**config.mk**
```make
export PLATFORM = sky130hd
export DESIGN_NAME = cbu_interval_ctrl
export DESIGN_NICKNAME = d
export VERILOG_FILES = /design/src/rtl/cbu_ctrl_pkg.sv /design/src/rtl/cbu_chain.sv /design/src/rtl/cbu_interval_ctrl.sv
export SDC_FILE = /design/constraint.sdc
export NUM_CORES = 1
export LEC_CHECK = 0
export CAP_MARGIN = 0
export CORE_ASPECT_RATIO = 0.75
export CORE_MARGIN = 4
export CORE_UTILIZATION = 51
export CTS_CLUSTER_DIAMETER = 60
export DETAILED_ROUTE_END_ITERATION = 7
export PLACE_DENSITY = 0.91
export SETUP_SLACK_MARGIN = 0.1
export SYNTH_ARGS = -nofsm -noshare
export SYNTH_HDL_FRONTEND = slang
export SYNTH_HIERARCHICAL = 1
export SYNTH_SLANG_ARGS = --single-unit
```
**constraint.sdc**
```tcl
create_clock -name CLK -period 4.3 [get_ports CLK]
set_input_delay 0.645 -clock CLK [delete_from_list [all_inputs] [get_ports CLK]]
set_output_delay 0.645 -clock CLK [all_outputs]
set_load 0.01 [all_outputs]
```
**src/rtl/cbu_ctrl_pkg.sv**
```systemverilog
// Shared types for the interval controller: FSM state encoding and chain width helper.
package cbu_ctrl_pkg;

  typedef enum logic [1:0] {
    ST_IDLE  = 2'd0,
    ST_CLEAR = 2'd1,
    ST_RUN   = 2'd2,
    ST_DONE  = 2'd3
  } cbu_state_e;

  function automatic int cbu_width(input int nslice);
    return 2 * nslice;
  endfunction

endpackage

```
**src/rtl/cbu_chain.sv**
```systemverilog
// Cascaded 2-bit up-counter slices; each slice advances when the carry rippling in from below is set.
module cbu_chain
  import cbu_ctrl_pkg::*;
#(
  parameter int NSLICE = 4
) (
  input  logic                         CLK,
  input  logic                         clr,
  input  logic                         cai,
  output logic [cbu_width(NSLICE)-1:0] count
);

  logic [NSLICE-1:0] carry;

  assign carry[0] = cai;

  for (genvar i = 0; i < NSLICE; i++) begin : g_slice
    logic [1:0] q;

    always_ff @(posedge CLK) begin
      if (clr)
        q <= 2'd0;
      else if (carry[i])
        q <= q + 2'd1;
    end

    // The top slice's carry-out is never used outside the chain.
    if (i < NSLICE - 1) begin : g_cao
      assign carry[i+1] = carry[i] & (&q);
    end

    assign count[2*i +: 2] = q;
  end

endmodule

```
**src/rtl/cbu_interval_ctrl.sv**
```systemverilog
// Sequencer running a cbu_chain as a bounded event counter: latch terminal count, clear, count events, hold DONE.
module cbu_interval_ctrl
  import cbu_ctrl_pkg::*;
#(
  parameter int NSLICE = 4
) (
  input  logic                         CLK,
  input  logic                         CD,
  input  logic                         START,
  input  logic [cbu_width(NSLICE)-1:0] TERM,
  input  logic                         EVT,
  input  logic                         ABORT,
  input  logic                         ACK,
  output logic                         BUSY,
  output logic                         DONE,
  output logic [cbu_width(NSLICE)-1:0] COUNT
);

  localparam int W = cbu_width(NSLICE);

  cbu_state_e     state_q, state_d;
  logic [W-1:0]   term_q;
  logic           fsm_clr;
  logic           fsm_cai;
  logic           at_term;
  logic           accept_start;

  assign at_term      = (COUNT == term_q);
  assign accept_start = (state_q == ST_IDLE) && START && !ABORT;

  always_ff @(posedge CLK) begin
    if (CD) begin
      state_q <= ST_IDLE;
      term_q  <= '0;
    end else begin
      state_q <= state_d;
      if (accept_start)
        term_q <= TERM;
    end
  end

  always_comb begin
    state_d = state_q;
    fsm_clr = 1'b0;
    fsm_cai = 1'b0;
    case (state_q)
      ST_IDLE:  if (START) state_d = ST_CLEAR;
      ST_CLEAR: begin
        fsm_clr = 1'b1;
        state_d = ST_RUN;
      end
      ST_RUN: begin
        if (at_term) state_d = ST_DONE;
        else         fsm_cai = EVT;
      end
      ST_DONE:  if (ACK) state_d = ST_IDLE;
      default:  state_d = ST_IDLE;
    endcase
    // Abort wins over every transition and freezes the chain where it stands.
    if (ABORT) begin
      state_d = ST_IDLE;
      fsm_clr = 1'b0;
      fsm_cai = 1'b0;
    end
  end

  cbu_chain #(
    .NSLICE(NSLICE)
  ) u_chain (
    .CLK   (CLK),
    .clr   (CD | fsm_clr),
    .cai   (fsm_cai),
    .count (COUNT)
  );

  assign BUSY = (state_q == ST_CLEAR) || (state_q == ST_RUN);
  assign DONE = (state_q == ST_DONE);

endmodule

```
* After elaboration in Yosys (flattened, before gate mapping) *
Cells that the tools add are included.

storage, ports and cells
  word-level logic and storage cells = 40
  input port bits = 14
  register bits = 18

cells by class
  reductions and logical operators = 10
  bitwise operators = 4
  $add $sub $neg = 4
  mux-type cells = 9
  equality and inequality tests = 7

operator list
  operator                                                                number
  2-bit by 1-bit adder with 2-bit output (second input constant)          4
  8-bit equality test                                                     1
  2-bit one-hot mux with 4 select lines                                   1
  2-bit two-way mux                                                       3
  2-bit inequality test (second input constant)                           3
  2-bit AND reduction                                                     3
  1-bit two-way mux                                                       5
  2-bit equality test (second input constant)                             2
  1-bit AND                                                               3
  3-bit AND reduction                                                     1
  2-bit by 1-bit equality test with 1-bit output (second input constant)  1
  1-bit logical AND                                                       2
  2-bit zero test                                                         1
  2-bit OR reduction                                                      1
  1-bit zero test                                                         1
  1-bit logical OR                                                        1
  1-bit bitwise OR                                                        1

* Depth between registers and ports, before layout *
  depth after elaboration = 7
  gate-level depth with buffers = 8

* Hierarchy *
The synthesis kept the hierarchy.

by module, submodules not included
  module             area each (sq um)  sequential area each (sq um)  instances  cells each
  cbu_interval_ctrl  591.8              200.2                         1          62
  cbu_chain          357.8              160.2                         1          36

* Worst setup path after synthesis *
OpenSTA, ideal clock, no wires.

  kind = flip-flop to flip-flop
  start point = register u_chain.g_slice[0].q[0]
  end point = register u_chain.g_slice[3].q[1]
  path buffers = 1
  cell stages (with the launch flop) = 9
  arrival time = 1.637 ns
  required time = 4.179 ns
  slack = 2.542 ns
  period minus slack after synthesis = 1.758 ns
  cell sequence = dfxtp_1 -> xor2_1 -> nor4_4 -> nand2_1 -> and4_1 -> buf_6 -> nand4_2 -> nor2_2 -> mux2_2

between the ends
  longest elaborated chain between the ends = 7
  elaborated cells between the ends (all ways) = 8

RTL lines
  element                   RTL line                 RTL
  start: declaration        cbu_chain.sv:18          logic [1:0] q;
  start signal: assignment  cbu_chain.sv:24          q <= q + 2'd1;
  8-bit equality test       cbu_interval_ctrl.sv:28  assign at_term = (COUNT == term_q);
  1-bit two-way mux         cbu_interval_ctrl.sv:53  if (at_term) state_d = ST_DONE;
  1-bit two-way mux         cbu_interval_ctrl.sv:46  case (state_q)
  1-bit two-way mux         cbu_interval_ctrl.sv:60  if (ABORT) begin
  net fsm_cai               cbu_interval_ctrl.sv:24  logic fsm_cai;
  1-bit AND (3 in a row)    cbu_chain.sv:29          assign carry[i+1] = carry[i] & (&q);
  end signal: assignment    cbu_chain.sv:24
  end: declaration          cbu_chain.sv:18

The timed path passes the listed nets, and every way through them passes these cells.
A chain may end at the register's enable or synchronous reset.

* Worst setup path after layout *
  start point = register state_q[1]
  end point = output port BUSY

between the ends
  longest elaborated chain between the ends = 2
  elaborated cells between the ends (all ways) = 3

RTL lines
  element                                                                                       RTL line                 RTL
  start: declaration                                                                            cbu_interval_ctrl.sv:21  cbu_state_e state_q, state_d;
  start signal: assignment                                                                      cbu_interval_ctrl.sv:36  state_q <= state_d;
  2-bit by 1-bit equality test with 1-bit output / 2-bit equality test (equally long branches)  cbu_interval_ctrl.sv:76  assign BUSY = (state_q == ST_CLEAR) || (state_q == ST_RUN);
  1-bit logical OR *                                                                            cbu_interval_ctrl.sv:76
  end: declaration                                                                              cbu_interval_ctrl.sv:14  output logic BUSY,

Mark *: on every way between the ends. The rest lies on a longest branch, timed or not.

==> qor.yml <==
track_usage: 0.171
required_ps: 3650
fin_cells: 144
grt_first_pass_wirelength_um: 3380
final_layout_size_suffix_gt1_frac: 0.0738
clk_latency_ps: 300
crit_arrival_ps: 1670
end_kind: "output port"
hold_ws_ps: 532
worst-path-max-fanout: 4
holdPathStages: 2
synth-main-ff-cell: "dfxtp_1"
fin_skew_ps: 3.03
cts_tree: "built"
die-area_um2: 2620
startpoint_type: "register"
via_per_inst: 5.24
cts_setup_buffers: 0
outcome: "complete, no violations"
reg2reg_from: "u_chain/g_slice[0].q[0]$_SDFFE_PP0P_"
postCtsHoldBufs: 0
fin_crit_sh: 0.539
fmax_mhz: 432
die_h_um: 45.4
area_growth_pct: 28.9
regArea_um2: 360
reg2reg_to: "u_chain/g_slice[3].q[1]$_SDFFE_PP0P_"
nets: 144
routed-via-count: 755
antenna_found_initial: 0
multiInputGateArea_um2: 551
drt_iter0_markers: 10
initial_core_util: 0.541
clk_pin_slew_ps: 100
clock_path_buffers: 2
detail-route-antenna-nets: 0
yosysWarnings: 6
ys_seq_elements: 18
nFillCells: 144
cts_buffers: 3
worstSetupPathType: "reg2out"
min_period_ps: 2320
rrSetupSlack_ps: 2250
p_leak_nw: 0.595
power.total_w: 0.000335
syn_inst: 98
tightest_slew_ps: 534
overflow: 0
grt_pass1_vias: 772
placed_cells: 140
insertedDiodeCount: 0
syn_area_um2: 950
placementRows: 13
drt_wl_total_um: 1970
async_reset_ff_frac: 0
place_congestion: 0.733
rsz0062_at_grt: "no"
tns_ps: 0
cts_root_buf: "clkbuf_4"
fin_ws_ps: 1980
p_per_area_nw_per_um2: 274
dp_slack_ps: 1850
post_drt_wl_per_cell_um: 13.7
hp-class: "reg2reg"
synth_cell_types: 28
port_buffers: 23
post_cts_resized: 0
r2r_cells: 7
finalHoldViolCount: 0
ios: 24
h-tree-depth: 1
vdd.ir_drop.worst_v: 0.000197
max_cap_viol_count: 0
min_from: "term_q[2]$_SDFFE_PP0P_"
slew_viol_final: 0
synth-edff-count: 0
clock-sinks: 18
slew_headroom: 0.643
core-area_um2: 1760
drcViolationCount: 0
fp.dieW_um: 57.8
hpwl_um: 1410
setup-violations-final: 0
first_pass_iters: 4
syn_nets: 119
synth-seq-area-share: 0.379
min_to: "term_q[2]$_SDFFE_PP0P_"
grt_max_degree: 12
postSynthAreaPerCell_um2: 9.69
-- kinds of logic after synthesis --
group                      after synthesis  share of synthesized area
buffers and inverters                    8                     0.0408
AOI/OAI and AO/OA                        7                     0.0448
muxes                                   11                      0.117
DFF                                     18                      0.379
adders and majority gates                7                     0.0922
and+or+nand+nor                         35                      0.215
xor gates and xnor gates                12                      0.111
-- state kept, by name, indices dropped and copies added, names as in the netlist --
register and flops:
state_q 2, term_q 8, u_chain/g_slice.q 8
-- power by group --
part / leakage, nW / switching (W) / internal (W)
clock network: 0.0210 / 0.0000544 / 0.0000517
logic: 0.428 / 0.0000242 / 0.0000283
registers: 0.146 / 0.00000421 / 0.000172
-- layer usage --
| metal | share of wire | GRT usage | wire length (µm) | up-vias |
|---|---|---|---|---|
| met1 | 0.46 | 0.213 | 901 | 345 |
| met3 | 0.063 | 0.0708 | 124 | 4 |
| li1 | - | - | - | 381 |
| met4 | 0.016 | 0.0648 | 31 | 0 |
| met2 | 0.46 | 0.266 | 913 | 25 |
| met5 | 0 | 0 | 0 | - |
-- per-stage QoR --
stage,utilization,area (µm²)
floorplan,-,950
global placement,0.676,1190
detailed placement,0.676,1190
CTS,0.697,1220
global route,0.697,1220
finish,0.697,1220
-- worst max-delay path by stage --
stage | startpoint | endpoint | slack, ps
2_1_floorplan | u_chain/g_slice[0].q[0]$_SDFFE_PP0P_ | u_chain/g_slice[3].q[1]$_SDFFE_PP0P_ | 2540
3_3_place_gp | CD | state_q[1]$_SDFFE_PP0P_ | 1920
3_5_place_dp | CD | state_q[1]$_SDFFE_PP0P_ | 1850
4_1_cts | state_q[1]$_SDFFE_PP0P_ | BUSY | 1980
5_1_grt | state_q[1]$_SDFFE_PP0P_ | BUSY | 1900
6_report | state_q[1]$_SDFFE_PP0P_ | BUSY | 1980
-- critical path, cell delays in order, from the launching register on --
cell	delay [ps]
dfxtp_1	400
inv_1	100
ha_1	330
clkdlybuf4s50_1	540
-- placed cells by master (no fill, tap or decap) --
cell and count:
clkdlybuf4s50_1 23, dfxtp_1 18, nor2_1 16, xor2_1 10
mux2i_1 10, ha_1 7, inv_1 5, nand3_1 4
nand2_1 3, a21oi_1 3, clkbuf_4 3, and4_1 2
nor2b_1 2, xnor2_1 2, nor4_4 1, nor4_2 1
a21o_1 1, nor4_1 1, and4b_1 1, and2_1 1
or4_1 1, o31a_1 1, o21ai_0 1, a31oi_1 1
clkbuf_8 1, nand4_2 1, nor2_2 1, mux2_2 1
-- Yosys cell counts, drive strengths merged, types with 3 or more instances --
library cell | number | area (µm²)
dfxtp | 18 | 360
nor2 | 17 | 66.3
mux2i | 10 | 100
xor2 | 10 | 87.6
ha | 7 | 87.6
inv | 5 | 18.8
nand3 | 4 | 20.0
a21oi | 3 | 15.0
nand2 | 3 | 11.3
nor4 | 3 | 40.0
-- final cells by class --
| cell class | count | area share |
|---|---|---|
| multi-input combinational | 72 | 0.450 |
| sequential | 18 | 0.294 |
| timing repair buffer | 23 | 0.188 |
| clock buffer | 4 | 0.0297 |
| tap | 22 | 0.0225 |
| inverter | 5 | 0.0153 |
(Power assumes the default switching activity.)
